<file path="src/rtl/cam_pkg.sv">
// Shared encodings for the camera capture path: input modes, FSM states and
// the bit positions of the colour fields in the stored pixel formats.
package cam_pkg;

  typedef enum logic [1:0] {
    ModeRgb565 = 2'd0,
    ModeRgb444 = 2'd1,
    ModeYuv    = 2'd2,
    ModeRsvd   = 2'd3
  } cam_mode_e;

  typedef enum logic [1:0] {
    StIdle    = 2'd0,
    StWaitSof = 2'd1,
    StCapture = 2'd2,
    StDone    = 2'd3
  } cam_state_e;

  // RGB332 field positions
  localparam int unsigned R332Hi = 7;
  localparam int unsigned R332Lo = 5;
  localparam int unsigned G332Hi = 4;
  localparam int unsigned G332Lo = 2;
  localparam int unsigned B332Hi = 1;
  localparam int unsigned B332Lo = 0;

  // RGB444 field positions
  localparam int unsigned R444Hi = 11;
  localparam int unsigned R444Lo = 8;
  localparam int unsigned G444Hi = 7;
  localparam int unsigned G444Lo = 4;
  localparam int unsigned B444Hi = 3;
  localparam int unsigned B444Lo = 0;

endpackage

</file>
<file path="src/rtl/cam_pix_pack.sv">
// Combinational packer: turns the two camera bytes of one pixel into the
// stored RGB332 (DW=8) or RGB444 (DW=12) word.
module cam_pix_pack
  import cam_pkg::*;
#(
  parameter int unsigned DW = 8
) (
  input  logic [1:0]    mode,
  input  logic [7:0]    byte_hi,
  input  logic [7:0]    byte_lo,
  output logic [DW-1:0] pix
);

  if (DW == 12) begin : g_rgb444
    always_comb begin
      pix = '0;
      unique case (cam_mode_e'(mode))
        ModeRgb565: begin
          pix[R444Hi:R444Lo] = byte_hi[7:4];
          pix[G444Hi:G444Lo] = {byte_hi[2:0], byte_lo[7]};
          pix[B444Hi:B444Lo] = byte_lo[4:1];
        end
        ModeRgb444: begin
          pix[R444Hi:R444Lo] = byte_hi[3:0];
          pix[G444Hi:G444Lo] = byte_lo[7:4];
          pix[B444Hi:B444Lo] = byte_lo[3:0];
        end
        ModeYuv: begin
          pix[R444Hi:R444Lo] = byte_hi[7:4];
          pix[G444Hi:G444Lo] = byte_hi[7:4];
          pix[B444Hi:B444Lo] = byte_hi[7:4];
        end
        ModeRsvd: pix = '0;
      endcase
    end
  end else begin : g_rgb332
    logic unused_bits;
    assign unused_bits = ^{byte_hi[4], byte_lo[1:0]};

    always_comb begin
      pix = '0;
      unique case (cam_mode_e'(mode))
        ModeRgb565: begin
          pix[R332Hi:R332Lo] = byte_hi[7:5];
          pix[G332Hi:G332Lo] = byte_hi[2:0];
          pix[B332Hi:B332Lo] = byte_lo[4:3];
        end
        ModeRgb444: begin
          pix[R332Hi:R332Lo] = byte_hi[3:1];
          pix[G332Hi:G332Lo] = byte_lo[7:5];
          pix[B332Hi:B332Lo] = byte_lo[3:2];
        end
        ModeYuv: begin
          pix[R332Hi:R332Lo] = byte_hi[7:5];
          pix[G332Hi:G332Lo] = byte_hi[7:5];
          pix[B332Hi:B332Lo] = byte_hi[7:6];
        end
        ModeRsvd: pix = '0;
      endcase
    end
  end

endmodule

</file>
<file path="src/rtl/cam_capture.sv">
// Camera frame grabber: syncs to vsync/href, assembles two-byte pixels,
// decimates and crops, and writes them to a frame buffer in raster order.
module cam_capture
  import cam_pkg::*;
#(
  parameter int unsigned CAM_SCREEN_X = 160,
  parameter int unsigned CAM_SCREEN_Y = 120,
  parameter int unsigned AW           = 15,
  parameter int unsigned DW           = 8,
  parameter int unsigned DECIM        = 1
) (
  input  logic          clk,
  input  logic          rst,
  input  logic          cam_vsync,
  input  logic          cam_href,
  input  logic [7:0]    cam_data,
  input  logic [1:0]    mode,
  input  logic          cap_en,
  input  logic          snapshot,
  output logic [AW-1:0] mem_addr,
  output logic [DW-1:0] mem_data,
  output logic          mem_we,
  output logic          frame_done,
  output logic          short_frame,
  output logic          busy,
  output logic [7:0]    frame_cnt
);

  localparam logic [15:0]   ScrX     = 16'(CAM_SCREEN_X);
  localparam logic [15:0]   ScrY     = 16'(CAM_SCREEN_Y);
  localparam logic [15:0]   DecMask  = 16'(DECIM - 1);
  localparam logic [AW-1:0] LineStep = AW'(CAM_SCREEN_X);

  cam_state_e    state_q;
  logic          vsync_q, href_q, phase_q, snap_hold_q;
  logic [7:0]    byte_hi_q;
  logic [15:0]   src_col_q, src_line_q, out_x_q, out_y_q;
  logic [AW-1:0] line_base_q;
  logic [DW-1:0] pix;
  logic          vsync_fall, vsync_rise, line_keep, pix_keep;

  assign vsync_fall = vsync_q & ~cam_vsync;
  assign vsync_rise = ~vsync_q & cam_vsync;
  assign line_keep  = ((src_line_q & DecMask) == 16'd0) && (out_y_q < ScrY);
  assign pix_keep   = line_keep && ((src_col_q & DecMask) == 16'd0) && (out_x_q < ScrX);

  cam_pix_pack #(
    .DW(DW)
  ) u_pack (
    .mode   (mode),
    .byte_hi(byte_hi_q),
    .byte_lo(cam_data),
    .pix    (pix)
  );

  always_ff @(posedge clk or negedge rst) begin
    if (!rst) begin
      state_q     <= StIdle;
      vsync_q     <= 1'b0;
      href_q      <= 1'b0;
      phase_q     <= 1'b0;
      snap_hold_q <= 1'b0;
      byte_hi_q   <= '0;
      src_col_q   <= '0;
      src_line_q  <= '0;
      out_x_q     <= '0;
      out_y_q     <= '0;
      line_base_q <= '0;
      mem_addr    <= '0;
      mem_data    <= '0;
      mem_we      <= 1'b0;
      frame_done  <= 1'b0;
      short_frame <= 1'b0;
      busy        <= 1'b0;
      frame_cnt   <= '0;
    end else begin
      vsync_q    <= cam_vsync;
      href_q     <= cam_href;
      mem_we     <= 1'b0;
      frame_done <= 1'b0;
      // A finished snapshot stays parked in idle until cap_en is dropped.
      if (!cap_en) snap_hold_q <= 1'b0;
      unique case (state_q)
        StIdle: begin
          if (cap_en && !snap_hold_q) begin
            state_q <= StWaitSof;
            busy    <= 1'b1;
          end
        end
        StWaitSof: begin
          if (vsync_fall) begin
            state_q     <= StCapture;
            short_frame <= 1'b0;
            phase_q     <= 1'b0;
            src_col_q   <= '0;
            src_line_q  <= '0;
            out_x_q     <= '0;
            out_y_q     <= '0;
            line_base_q <= '0;
          end
        end
        StCapture: begin
          if (vsync_rise) begin
            state_q    <= StDone;
            busy       <= 1'b0;
            frame_done <= 1'b1;
            frame_cnt  <= frame_cnt + 8'd1;
            if (out_y_q < ScrY) short_frame <= 1'b1;
          end else if (cam_href) begin
            phase_q <= ~phase_q;
            if (!phase_q) begin
              byte_hi_q <= cam_data;
            end else begin
              if (pix_keep) begin
                mem_we   <= 1'b1;
                mem_data <= pix;
                mem_addr <= line_base_q + AW'(out_x_q);
                out_x_q  <= out_x_q + 16'd1;
              end
              if (src_col_q != '1) src_col_q <= src_col_q + 16'd1;
            end
          end else begin
            // Any half-assembled pixel is dropped when href falls.
            phase_q <= 1'b0;
            if (href_q) begin
              src_col_q <= '0;
              out_x_q   <= '0;
              if (line_keep) begin
                out_y_q     <= out_y_q + 16'd1;
                line_base_q <= line_base_q + LineStep;
              end
              if (src_line_q != '1) src_line_q <= src_line_q + 16'd1;
            end
          end
        end
        StDone: begin
          if (snapshot || !cap_en) begin
            state_q     <= StIdle;
            snap_hold_q <= snapshot && cap_en;
          end else begin
            state_q <= StWaitSof;
            busy    <= 1'b1;
          end
        end
        default: state_q <= StIdle;
      endcase
    end
  end

endmodule

</file>
<file path="config.mk">
export PLATFORM = sky130hd
export DESIGN_NAME = cam_capture
export DESIGN_NICKNAME = d
export VERILOG_FILES = /design/src/rtl/cam_pkg.sv /design/src/rtl/cam_pix_pack.sv /design/src/rtl/cam_capture.sv
export SDC_FILE = /design/constraint.sdc
export NUM_CORES = 1
export LEC_CHECK = 0
export CORE_MARGIN = 2
export CORE_UTILIZATION = 45
export CTS_CLUSTER_SIZE = 40
export DETAILED_ROUTE_END_ITERATION = 8
export HOLD_SLACK_MARGIN = 0.06
export PLACE_DENSITY_LB_ADDON = 0.2
export SYNTH_ARGS = -nofsm -noshare
export SYNTH_HDL_FRONTEND = slang
export SYNTH_SLANG_ARGS = --single-unit
</file>
<file path="constraint.sdc">
create_clock -name clk -period 2.3 [get_ports clk]
set_input_delay 0.46 -clock clk [delete_from_list [all_inputs] [get_ports clk]]
set_output_delay 0.46 -clock clk [all_outputs]
set_load 0.02 [all_outputs]
</file>
==> impl_metrics.json <==
{
  "whs_path_depth": 1,
  "synth-edff-count": 0,
  "cts_setup_buffers": 0,
  "rows": 36,
  "die_x_um": 103.3,
  "cts_sinks": 90,
  "syn_area_per_cell_um2": 10.22,
  "reg2reg_slack_ns": 0.16,
  "crit_slowest_cell": "or4_4",
  "period_share": 0.9294,
  "synth_top_family_by_area": "simple AND/OR/NAND/NOR gates",
  "nets": 539,
  "io_buffers": 50,
  "dieHeight_um": 103.3,
  "setup_viol": 0,
  "synth_cells": 434,
  "synthDominantCellAreaShare": 0.5079,
  "min_period_ns": 2.138,
  "maxCapViolations": 0,
  "leakage_uw": 0.002551,
  "async_flop_share": 1.000,
  "grt_start_max_net_pins": 35,
  "yosysTopAreaCell": "dfrtp_1",
  "multi_input_area_um2": 2096,
  "wl_um": 9113,
  "min_to": "frame_cnt[7]",
  "cts_buffer_depth": 2,
  "path_buf_inv": 2,
  "yosys.area_share.simple": 0.1936,
  "drtIter0Drc": 106,
  "syn_nets": 469,
  "grt_pass1_wl_um": 15010,
  "synthMuxAreaShare": 0.04120,
  "num_vias": 3348,
  "dp_hpwl_um": 6715,
  "wl_met2_um": 4178,
  "reg2reg_from": "out_y_q[8]",
  "final_cell_mix": "90 x dfrtp_1, 57 x nand2_1, 49 x clkdlybuf4s50_1, 34 x nor2_1, 24 x o21ai_0",
  "firstDrtPassIters": 4,
  "place_congestion": 0.8397,
  "root_buffer": "clkbuf_8",
  "start_kind": "flip-flop",
  "insertion_delay_ns": 0.36,
  "via_per_inst": 5.215,
  "r2r-end": "mem_data[6]",
  "synth_flop_cell": "dfrtp_1",
  "pin_count": 51,
  "cts_made_buffers": 9,
  "wl_met3_um": 281,
  "drtAntennaViolNets": 0,
  "overflow": 0,
  "n_antenna_cell": 0,
  "drive_gt1_frac": 0.1297,
  "avgRoutedWirePerCell_um": 14.19,
  "synth_adder_area_share": 0.05361,
  "status": "complete, no violations",
  "hold_viol": 0,
  "cp.required_ns": 2.60,
  "cpPeakStageDelay_ns": 0.66,
  "critical-path-top-delay-family": "simple AND/OR/NAND/NOR gates",
  "worst_r2r_path_depth": 7,
  "vdd_drop_max_mv": 0.4919,
  "end_kind": "flip-flop",
  "critical_path_class": "flip-flop to flip-flop",
  "cp_max_fo": 12,
  "synth_area_leaders": "dfrtp_1 51%, ha_1 5.4%, nand2_1 4.9%",
  "grt_usage": 0.1783,
  "clock_skew_ns": 0.01812,
  "cts_tree": "built",
  "antenna_found_initial": 0,
  "worst_ep_arrival_time_ns": 2.43,
  "crit_chain": "nor4_2 > nand4_2 > or4_4 > inv_2 > buf_4 > nor2_1 > nor2_1",
  "ys_ff_latch": 90,
  "hold_start": "frame_cnt[7]",
  "max_freq_ghz": 0.4678,
  "drc": 0,
  "grt_pass1_vias": 3157,
  "powerDensity_nw_per_um2": 1015,
  "area_growth_pct": 23.11,
  "clk_pin_slew_ns": 0.11,
  "ys_seq_area_frac": 0.5079,
  "wirelength_met1_um": 4543,
  "synth_compound_area_frac": 0.1213,
  "mostFrequentLayoutCell": "dfrtp_1",
  "htree_levels": 3,
  "utilization": 0.5637,
  "synthDistinctLibCells": 52,
  "routed.top_layer": "met4",
  "ys_warn_count": 0,
  "synthXorXnorAreaFrac": 0.05530,
  "timing.hold.ws_ns": 0.4767,
  "design.core.area_um2": 9684,
  "ff_latch_area_um2": 2252,
  "slew_viol_final": 0,
  "crit_top_cell": "nor2_1",
  "crit_start": "out_y_q[8]",
  "holdCritPathClass": "flip-flop to flip-flop",
  "synth_area_um2": 4434,
  "initial_core_util": 0.4579,
  "fill_cells": 852,
  "die-area_um2": 10660
}
-- sequential cells by signal, indices dropped and copies added (netlist names), 2 cells and up --
signal,count
out_y_q,16
line_base_q,10
byte_hi_q,7
mem_data,8
frame_cnt,8
mem_addr,15
state_q,2
out_x_q,16
-- worst max-delay path by stage --
stage / end / slack, ns / cells past startpoint
finish: mem_data[6] / 0.16 / 7
global route: mem_addr[14] / -0.02 / 7
CTS: mem_addr[14] / 0.09 / 7
detailed placement: mem_data[6] / 0.006 / 7
global placement: mem_data[6] / 0.04 / 7
floorplan: line_base_q[11] / 0.10 / 9
-- cell type report --
type / count / area share
clock inverter: 7 / 0.01421
timing repair buffer: 74 / 0.1293
tap: 133 / 0.03048
sequential: 90 / 0.4126
clock buffer: 9 / 0.02269
multi-input combinational: 319 / 0.3839
inverter: 10 / 0.006876
-- power breakdown --
part | total (uW) | switching, uW | internal (uW)
combinational | 2260 | 1240 | 1010
clock | 1100 | 592 | 510
sequential | 2180 | 271 | 1910
total | 5540 | 2110 | 3430
-- cells by family (layout without fill, tap and decap cells) --
logic type | Yosys count | count (layout)
multiplexers | 17 | 17
other | 1 | 1
buffers and inverters | 25 | 100
XOR/XNOR | 28 | 28
adder cells (fa/ha/maj) | 19 | 19
AO/OA/AOI/OAI | 79 | 79
AND/OR/NAND/NOR | 175 | 175
flip-flops | 90 | 90
-- routing by layer --
layer	global-route usage	vias up
met3	0.02621	10
met5	0	-
met1	0.2556	1618
met4	0.06073	0
li1	-	1660
met2	0.2792	60
-- per-stage QoR --
stage	cells	power [uW]	instance area, um^2	setup TNS [ns]	setup WS [ns]
2_1_floorplan	434	3512	4434	0	0.1014
3_3_place_gp	625	4425	5221	0	0.03874
3_5_place_dp	625	4481	5221	0	0.005951
4_1_cts	642	5582	5433	0	0.09398
5_1_grt	642	5927	5459	-0.02281	-0.02281
6_report	642	5539	5459	0	0.1623
-- cell usage after synthesis (2+ instances only) --
master and count:
a21o_1 2, o31ai_1 2, mux2i_1 7, xor2_1 19, o21a_1 8, o21ai_0 24
mux2_2 10, and3_1 11, nand2b_1 2, or2_2 2, nand4_1 10, o2111a_1 2
nand2_1 58, nor2b_1 15, xnor2_1 9, inv_1 9, clkbuf_1 8, and2_1 8
nand3_1 21, o211ai_1 5, a41oi_1 3, buf_2 3, dfrtp_1 90, nor2_1 34
nor3_1 5, a221oi_1 2, ha_1 19, a21oi_1 18, buf_6 2, a22o_1 4
-- timing repair --
item	CTS	global route
hold buffers	1	0
gates resized for setup	0	5
hold endpoints to repair	24	0
setup endpoints to repair	0	4
-- worst reg2reg max path, stage by stage (launching register included) --
cell     delay (ns)
dfrtp_1        0.41
nor4_2         0.28
nand4_2        0.23
or4_4          0.66
inv_2          0.20
buf_4          0.17
nor2_1         0.04
nor2_1         0.11
Power figures use the tool's default switching activity.
